$ cat src/rtl/bcd_digit_driver.sv
// Sequential double-dabble binary-to-BCD converter feeding the per-digit
// seven-segment decoders; emits saturated BCD nibbles plus a leading-zero blank mask.

module bcd_add3 (
   input  logic [3:0] d,
   output logic [3:0] q
);
   assign q = (d >= 4'd5) ? d + 4'd3 : d;
endmodule

module bcd_digit_driver #(
   parameter int WIDTH  = 16,
   parameter int DIGITS = 5
) (
   input  logic                  clk,
   input  logic                  reset_n,
   input  logic                  in_valid,
   output logic                  in_ready,
   input  logic [WIDTH-1:0]      in_value,
   output logic                  out_valid,
   output logic [4*DIGITS-1:0]   bcd,
   output logic [DIGITS-1:0]     blank,
   output logic                  overflow
);

   localparam int CW = $clog2(WIDTH + 1);

   localparam logic [1:0] S_IDLE   = 2'd0;
   localparam logic [1:0] S_SHIFT  = 2'd1;
   localparam logic [1:0] S_FINISH = 2'd2;

   function automatic logic [63:0] pow10(input int n);
      logic [63:0] p;
      p = 64'd1;
      for (int i = 0; i < n; i++) p = p * 64'd10;
      return p;
   endfunction

   localparam logic [63:0] MAXV  = pow10(DIGITS) - 64'd1;
   localparam logic [63:0] MAXIN = (64'd1 << WIDTH) - 64'd1;
   // overflow detection is only built when the input range can exceed the display
   localparam bit          OVF_EN = (MAXIN > MAXV);
   localparam logic [DIGITS-1:0] BLANK_RST = ~DIGITS'(1);

   logic [1:0]                state;
   logic [WIDTH-1:0]          bin;
   logic [DIGITS-1:0][3:0]    acc;
   logic [DIGITS-1:0][3:0]    adj;
   logic [4*DIGITS-1:0]       adj_flat;
   logic [CW-1:0]             cnt;
   logic                      ovf_latch;
   logic                      ovf_in;
   logic [DIGITS-1:0][3:0]    res;
   logic [DIGITS-1:0]         blank_nxt;
   logic                      seen;
   logic [DIGITS-1:0][3:0]    bcd_q;

   for (genvar k = 0; k < DIGITS; k++) begin : g_dig
      bcd_add3 u_add3 (
         .d (acc[k]),
         .q (adj[k])
      );
   end

   assign adj_flat = adj;
   assign ovf_in   = OVF_EN && (64'(in_value) > MAXV);
   assign in_ready = (state == S_IDLE);
   assign bcd      = bcd_q;

   assign res = ovf_latch ? {DIGITS{4'h9}} : acc;

   // a digit is blanked while it and everything above it is zero; units always shown
   always_comb begin
      blank_nxt = '0;
      seen      = 1'b0;
      for (int k = DIGITS - 1; k >= 0; k--) begin
         seen         = seen | (res[k] != 4'h0);
         blank_nxt[k] = ~seen;
      end
      blank_nxt[0] = 1'b0;
      if (ovf_latch) blank_nxt = '0;
   end

   always_ff @(posedge clk or negedge reset_n) begin
      if (!reset_n) begin
         state     <= S_IDLE;
         bin       <= '0;
         acc       <= '0;
         cnt       <= '0;
         ovf_latch <= 1'b0;
         out_valid <= 1'b0;
         bcd_q     <= '0;
         blank     <= BLANK_RST;
         overflow  <= 1'b0;
      end else begin
         out_valid <= 1'b0;
         case (state)
            S_IDLE: begin
               if (in_valid) begin
                  bin       <= in_value;
                  acc       <= '0;
                  cnt       <= CW'(WIDTH);
                  ovf_latch <= ovf_in;
                  state     <= S_SHIFT;
               end
            end
            S_SHIFT: begin
               acc <= {adj_flat[4*DIGITS-2:0], bin[WIDTH-1]};
               bin <= bin << 1;
               cnt <= cnt - CW'(1);
               if (cnt == CW'(1)) state <= S_FINISH;
            end
            S_FINISH: begin
               bcd_q     <= res;
               overflow  <= ovf_latch;
               blank     <= blank_nxt;
               out_valid <= 1'b1;
               state     <= S_IDLE;
            end
            default: state <= S_IDLE;
         endcase
      end
   end

endmodule

$ cat config.mk
export PLATFORM = sky130hd
export DESIGN_NAME = bcd_digit_driver
export DESIGN_NICKNAME = d
export VERILOG_FILES = /design/src/rtl/bcd_digit_driver.sv
export SDC_FILE = /design/constraint.sdc
export NUM_CORES = 1
export LEC_CHECK = 0
export ABC_AREA = 1
export CAP_MARGIN = 5
export CORE_ASPECT_RATIO = 2
export CORE_UTILIZATION = 25
export CTS_CLUSTER_DIAMETER = 50
export DETAILED_ROUTE_END_ITERATION = 10
export REMOVE_ABC_BUFFERS = 1
export SYNTH_ARGS = -nofsm -noshare
export SYNTH_HDL_FRONTEND = slang
export SYNTH_SLANG_ARGS = --single-unit
$ cat constraint.sdc
create_clock -name clk -period 1.56 [get_ports clk]
set_input_delay 0.39 -clock clk [delete_from_list [all_inputs] [get_ports clk]]
set_output_delay 0.39 -clock clk [all_outputs]
set_load 0.05 [all_outputs]
Word-level counts from Yosys, hierarchy flattened
Index checks and enable logic that the tools add are counted.
- bits in read-only memories: 0
- memories: 0
- bits of input ports: 19
- memory bits (writable): 0
- word-level logic and storage cells: 61
- output and inout port bits: 28
- register bits: 68
- bits in latches: 0
- div/mod/pow operators: 0
- multiplexer cells: 15
- add/subtract/negate cells: 6
- bitwise logic cells: 7
- equal/unequal tests: 5
- reductions and logical operators: 8
- shift-type cells: 0
- $lt $le $gt $ge: 5
- $mul: 0
- operator list (kind ; number):
    $pmux W20 S2 ; 1
    $pmux W16 S2 ; 1
    $ge A4 B3 Y1 const B ; 5
    $mux W20 ; 1
    $add A4 B2 Y4 const B ; 4
    $mux W16 ; 1
    $mux W4 ; 4
    $reduce_bool A4 Y1 ; 4
    $pmux W5 S2 ; 1
    $eq A5 B1 Y1 const B ; 1
    $mux W5 ; 1
    $sub A5 B1 Y5 const B ; 1
    $mux W2 ; 2
    $ne A2 B2 Y1 const B ; 2
    $not A1 Y1 ; 4
    $pmux W2 S2 ; 1
    $reduce_and A2 Y1 ; 2
    $add A3 B2 Y3 const B ; 1
    $mux W3 ; 1
    $or A1 B1 Y1 ; 3
    $eq A2 B1 Y1 const B ; 1
    $eq A2 B2 Y1 const B ; 1
    $logic_not A2 Y1 ; 1
    $reduce_bool A2 Y1 ; 1
    $mux W1 ; 1

Logic depth before layout (Yosys ltp)
Gate-level depths: netlist (run 1).
- depth after elaboration: 5
- gate-level depth with buffers: 9
- depth with buffers taken out: 9

Modules after synthesis
Synthesis (run 1) repeated with hierarchy kept, for this count alone.
- cell total of the unflattened synthesis: 423
- area, all modules: 3437.0 sq um
- by module, submodules not included (module ; instances ; area an instance (sq um) ; cells an instance ; seq. area each (sq um)):
    bcd_digit_driver ; 1 ; 2761.4 ; 308 ; 1706.6
    bcd_add3 ; 5 ; 135.1 ; 23 ; 0.0

Least setup slack after synthesis (run 1)
OpenSTA, ideal clock, no wires.
- path kind: register to register
- from: register state[1]
- to: register bin[5]
- data required time: 1492 ps
- setup time: 68 ps
- stages on the path, launching flop included: 7
- clock period less this slack: 1870 ps
- path slack: -310 ps
- arrival: 1802 ps
- buffers on the path: 1
- path through: dfrtp_1 nor2_1 nand2_1 inv_2 buf_4 nand2_1 nand3_1
- cells in the longest elaborated chain, start to end: 3
- elaborated cells on any way between the ends: 6
- classes of those cells: 2 x eq/ne; 1 x mux; 3 x reduce/logical
- RTL lines (element ; line ; source):
    start, declared ; 45 ; logic [1:0] state;
    start signal, assigned ; 86 ; state <= S_IDLE;
    start signal, assigned ; 104 ; state <= S_SHIFT;
    start signal, assigned ; 111 ; if (cnt == CW'(1)) state <= S_FINISH;
    $logic_not A2 Y1 * ; - ;
    net in_ready ; 18 ; output logic in_ready,
    $ne A2 B2 Y1 (no source line) or $reduce_bool A2 Y1 (tied branches) ; - ;
    $reduce_and A2 Y1 (no source line) ; - ;
    end signal, assigned ; 100 ; bin <= in_value;
    end signal, assigned ; 109 ; bin <= bin << 1;
    end, declared ; 46 ; logic [WIDTH-1:0] bin;
Mark *: on every way through the listed nets, which the timed path passes. The rest lies on a longest branch.
A chain may end at the register's enable or synchronous reset.

Worst setup path after layout (run 1)
- from: register state[1]
- to: output port in_ready
- cells in the longest elaborated chain, start to end: 1
- RTL lines (element ; line ; source):
    $logic_not A2 Y1 ; 67 ; assign in_ready = (state == S_IDLE);
    end, declared ; 18 ;
Every way passes these cells.

==> results.txt, run 1 <==
RSZ-0062 raised after global routing - false
layout cells sized above 1 - 13.3%
Num CTS Buffers - 9
first-pass GRT wire length - 12.3 mm
Post-Place Worst Slack - -0.0712 ns
biggest area consumer among synthesized cells - dfrtp_1
CP Data Required Time - 1.17 ns
Syn Inst Count - 403
H-tree depth - 3
Layout Utilization - 35.5%
syn_area_per_cell - 8.11 um^2
Final Hold Fails - 0
Final Cycle Share - 95.6%
DRT Pass-1 Iters - 4
Max Cap Viol - 0
status - complete, no violations
Initial DRC Count - 262
total die area - 13600 um^2
Clock power frac - 22.0%
combinational power share - 45.9%
fill count - 1348
Seq cells post-synth - 68
critical path fanouts, max - 4
Final Setup Violations - 0
most common cell after layout, fill and taps aside - nand2_1
core box area - 12600 um^2
Chip Height - 164 um
library cells used by synthesis - 21
NetSw - 3850 uW
Setup TNS Final - 0 ns
number of remaining DRC errors - 0
fin cells - 609
routed wire length - 6.87 mm
Fin Clk Skew - 0.00607 ns
kind of start point of the critical path - flop
final net count - 488
Placer Congestion - 0.778
pins over their slew limit - 0
CP Capture Type - output pin
PD cells - 2120 nW/um^2
Hold Crit Class - input port to asynchronous set/reset pin
Initial Util - 25.9%
Slowest-stage cell, CP - dfrtp_1
GR Overflow Total - 0
Bufs and invs on worst path - 1
DR vias/cell - 4.45
Yosys warning total - 0
Post-DP HPWL - 4.87 mm
CP max stage delay - 0.45 ns
synth top area cells - dfrtp_1, nand2_1, nand3_1
post-route ant nets - 0
internal cell power - 5670 uW
largest net degree at the start of global routing - 69
# port buffers - 44
clk sinks - 68
wire per inst - 11.3 um
Hold-fix buffers, CTS - 0
most frequent cells in the layout - nand2_1, dfrtp_1, nand3_1, inv_1, o21ai_0
number of global-route vias before repair - 2733
Root Buffer - clkbuf_16
share of the synthesized area in the top cell type - 49.0%
crit path time final - 1.49 ns
clock-pin slew of the registers on the worst-case setup and hold paths - 0.06 ns
CTS tree - done
crit path DAT - 1.10 ns
Area growth syn-to-layout - 37.2%
GR Util All Layers - 11.4%
Setup CP Type - flop to output pin
VDD IR max - 1.11 mV
initial antenna violation count - 0
Sw Share - 40.5%
clock buffer depth - 2
Die Span X - 82.8 um
Post-Syn Area - 3270 um^2
Seq/Total Area, Yosys - 52.2%
CP top delay family - flip-flops
DR vias - 2709
antenna cells - 0
worst setup margin - 0.0685 ns
clock latency on the worst-skew pair - 0.33 ns
sequential share of power - 32.1%
Site Rows - 58
Placed Instances - 593
I/O pin cnt - 47
leakage - 0.00224 uW
Fmax achieved - 670 MHz
worst-path cell chain - nor2_4 > buf_12
postcts setup bufs - 0
-- metal layers --
metal	routed length [um]	part of all wire, %	vias to the layer above	track usage, %
li1	-	-	1378	-
met1	2910	42	1267	12.1
met2	3540	52	53	20.7
met3	272	4.0	11	3.12
met4	148	2.2	0	5.02
met5	0	0	-	0
-- timing repair --
item | 4_1_cts | 5_1_grt
pin swaps | 0 | 0
resized for setup | 1 | 3
setup endpoints to repair | 1 | 11
endpoints found under the hold margin | 0 | 0
-- final timing paths --
kind	slack [ns]	cells after the start	startpoint	to
max in group asynchronous	1.14	2	reset_n	blank[4]$_DFFE_PN1P_
setup / recovery	0.07	2	state[1]$_DFFE_PN0P_	in_ready
hold reg to reg	0.48	2	acc[5]$_DFFE_PN0P_	acc[5]$_DFFE_PN0P_
hold / removal	0.05	2	reset_n	bcd[5]$_DFFE_PN0P_
setup reg to reg	0.22	8	acc[12]$_DFFE_PN0P_	acc[13]$_DFFE_PN0P_
min in group clk	0.48	2	acc[5]$_DFFE_PN0P_	acc[5]$_DFFE_PN0P_
-- layout make-up --
class / count / area, um^2 / area share, %
clock buffers: 13 / 270 / 6.03
clock inverters: 3 / 43.8 / 0.977
inverters: 42 / 160 / 3.57
multi-input cells: 280 / 1330 / 29.6
flip-flops and latches: 68 / 1710 / 38.1
well taps: 150 / 188 / 4.19
repair buffers: 53 / 788 / 17.6
-- worst reg2reg max path, cell delays in order, from the launching register on --
cell and delay [ns]:
dfrtp_1 0.41, inv_1 0.12, ha_1 0.23, inv_1 0.07
nand2_1 0.10, nand3_1 0.11, nand2_1 0.08, nand3_1 0.08
nand2_1 0.05
-- power groups by stage --
stage	logic, uW	registers, uW	clock network (uW)
after floorplan	2190	3520	0
after global placement	4290	3060	0
after detailed placement	4420	3080	0
after CTS	4430	3060	2150
after global routing	4950	3170	2230
final	4370	3060	2090
-- logic make-up (layout without fill, tap and decap cells) --
group | Yosys count | after routing | share of synthesized area (%)
AO/OA/AOI/OAI | 40 | 40 | 6.28
adder cells (fa/ha/maj) | 15 | 15 | 5.74
buffers and inverters | 56 | 111 | 7.54
flip-flops | 68 | 68 | 52.2
other | 1 | 2 | 0.115
AND/OR/NAND/NOR | 223 | 223 | 28.1
-- stage by stage --
step           total power [uW]  hold WS (ns)  cell area (um^2)
2_1_floorplan              5710        0.0944              3180
3_3_place_gp               7360         0.447              4160
3_5_place_dp               7500         0.442              4160
4_1_cts                    9640        0.0909              4480
5_1_grt                   10400         0.113              4480
6_report                   9530        0.0527              4480
-- sequential cells by signal, summed over array words and instances, names as in the netlist --
name and flops:
bin 16, out_valid 1, blank 4, acc 20, cnt 5, state 2, bcd 20
-- synth_stat cells --
library cell	count
buf_6	2
nand4_1	7
inv_2	3
o21ai_0	33
conb_1	1
nand3_1	46
ha_1	15
nor3_1	1
a21oi_1	4
nor2_2	1
dfrtp_1	64
o211ai_1	1
buf_2	8
clkbuf_1	1
nand2_2	1
nand2_1	154
dfstp_2	4
buf_4	3
o22ai_1	2
inv_1	39
nor2_1	13
Note: power is estimated with default switching activity, not from simulation.
==> run 2: changes to the inputs <==
--- a/config.mk
+++ b/config.mk
@@ -11,6 +11,7 @@
 export CORE_UTILIZATION = 25
 export CTS_CLUSTER_DIAMETER = 50
 export DETAILED_ROUTE_END_ITERATION = 10
+export MAX_ROUTING_LAYER = met4
 export REMOVE_ABC_BUFFERS = 1
 export SYNTH_ARGS = -nofsm -noshare
 export SYNTH_HDL_FRONTEND = slang
==> constraint.sdc (replaced) <==
create_clock -name clk -period 1.48 [get_ports clk]
set_input_delay 0.37 -clock clk [delete_from_list [all_inputs] [get_ports clk]]
set_output_delay 0.37 -clock clk [all_outputs]
set_load 0.05 [all_outputs]
==> results.txt, run 2 (synthesized netlist as in run 1, its figures left out) <==
DR vias - 2736
most common cell after layout, fill and taps aside - nand2_1
reg-to-reg endpoint - blank[1]$_DFFE_PN1P_
H-tree depth - 3
R2R depth - 6
internal cell power - 6170 uW
post-route ant nets - 0
crit path DAT - 1.07 ns
Initial DRC Count - 180
PD cells - 2280 nW/um^2
largest net degree at the start of global routing - 69
DR vias/cell - 4.49
Hold-fix buffers, CTS - 0
Hold Crit Class - input port to asynchronous set/reset pin
worst setup margin - 0.0368 ns
fin cells - 610
clock-pin slew of the registers on the worst-case setup and hold paths - 0.05 ns
most frequent cells in the layout - nand2_1, dfrtp_1, nand3_1, inv_1, o21ai_0
Chip Height - 164 um
antenna cells - 0
status - complete, no violations
Placed Instances - 594
routed wire length - 6.98 mm
Max Cap Viol - 0
Worst Setup SP - state[1]$_DFFE_PN0P_
Placer Congestion - 0.806
GR Util All Layers - 11.6%
combinational power share - 45.6%
NetSw - 4130 uW
number of remaining DRC errors - 0
pins over their slew limit - 0
sequential standard cell area - 1710 um^2
kind of start point of the critical path - flop
core box area - 12600 um^2
Fmax achieved - 693 MHz
clk sinks - 68
Site Rows - 58
Final Hold Fails - 0
leakage - 0.00225 uW
Post-DP HPWL - 4.97 mm
Setup TNS Final - 0 ns
crit path time final - 1.44 ns
# port buffers - 44
DRT Pass-1 Iters - 4
Final Setup Violations - 0
final net count - 490
multi-input combinational cell area - 1330 um^2
wire per inst - 11.4 um
fill count - 1326
initial antenna violation count - 0
Num CTS Buffers - 9
Clock power frac - 23.0%
r2r startpoint - acc[16]$_DFFE_PN0P_
total die area - 13600 um^2
layout cells sized above 1 - 14.1%
RSZ-0062 raised after global routing - true
Area growth syn-to-layout - 38.4%
Fin Clk Skew - 0.00611 ns
hold_ws - 0.0372 ns
first-pass GRT wire length - 12.3 mm
sequential share of power - 31.3%
number of global-route vias before repair - 2743
Root Buffer - clkbuf_16
clock latency on the worst-skew pair - 0.33 ns
r2r setup slk - 0.14 ns
Post-Place Worst Slack - -0.141 ns
Die Span X - 82.8 um
Initial Util - 25.9%
Setup CP Type - flop to output pin
CTS tree - done
CP Data Required Time - 1.11 ns
I/O pin cnt - 47
CP Capture Type - output pin
GR Overflow Total - 0
Final Cycle Share - 97.5%
clock buffer depth - 2
Sw Share - 40.1%
VDD IR max - 1.04 mV
critical path fanouts, max - 4
[run 2: cell type report]
type                       instances  area share (%)
clock buffer                      12            5.89
tap                              150            4.15
clock inverter                     3            1.52
inverter                          42            3.54
multi-input combinational        280            29.4
timing repair buffer              55            17.8
sequential                        68            37.8
[run 2: metal layers]
metal	global-route usage, %	routed length [um]	vias to the layer above
met5	-	0	-
met4	5.72	203	0
met3	2.56	234	16
met2	21.1	3790	56
met1	11.5	2750	1281
li1	-	-	1383
[run 2: worst max-delay path by stage]
stage / to / slack, ns / cells past startpoint
floorplan: bin[15]$_DFFE_PN0P_ / -0.35 / 5
global placement: acc[16]$_DFFE_PN0P_ / -0.12 / 6
detailed placement: bin[7]$_DFFE_PN0P_ / -0.14 / 6
CTS: in_ready / 0.009 / 2
global route: bcd[7]$_DFFE_PN0P_ / -0.008 / 5
finish: in_ready / 0.04 / 2
[run 2: power groups by stage]
| stage | combinational, uW | sequential, uW | clock (uW) |
|---|---|---|---|
| after floorplan | 2310 | 3710 | 0 |
| after global placement | 4560 | 3230 | 0 |
| after detailed placement | 4710 | 3250 | 0 |
| after CTS | 4750 | 3230 | 2420 |
| after global routing | 5280 | 3340 | 2500 |
| final | 4700 | 3230 | 2370 |
[run 2: repair_timing]
item                       in CTS  in global routing
setup endpoints to repair       1                 32
gates resized for setup         2                  4
buffers inserted                0                  1
[run 2: critical path, stage by stage, from the launching register on]
cell and delay, ns:
dfrtp_2 0.44, nor2_4 0.15, buf_12 0.15
[run 2: through the flow]
step	total power [uW]	instance area, um^2	util (%)
3_5_place_dp	7960	4170	33.0
4_1_cts	10400	4510	35.7
5_1_grt	11100	4520	35.8
2_1_floorplan	6020	3180	-
3_3_place_gp	7790	4170	33.0
6_report	10300	4520	35.8
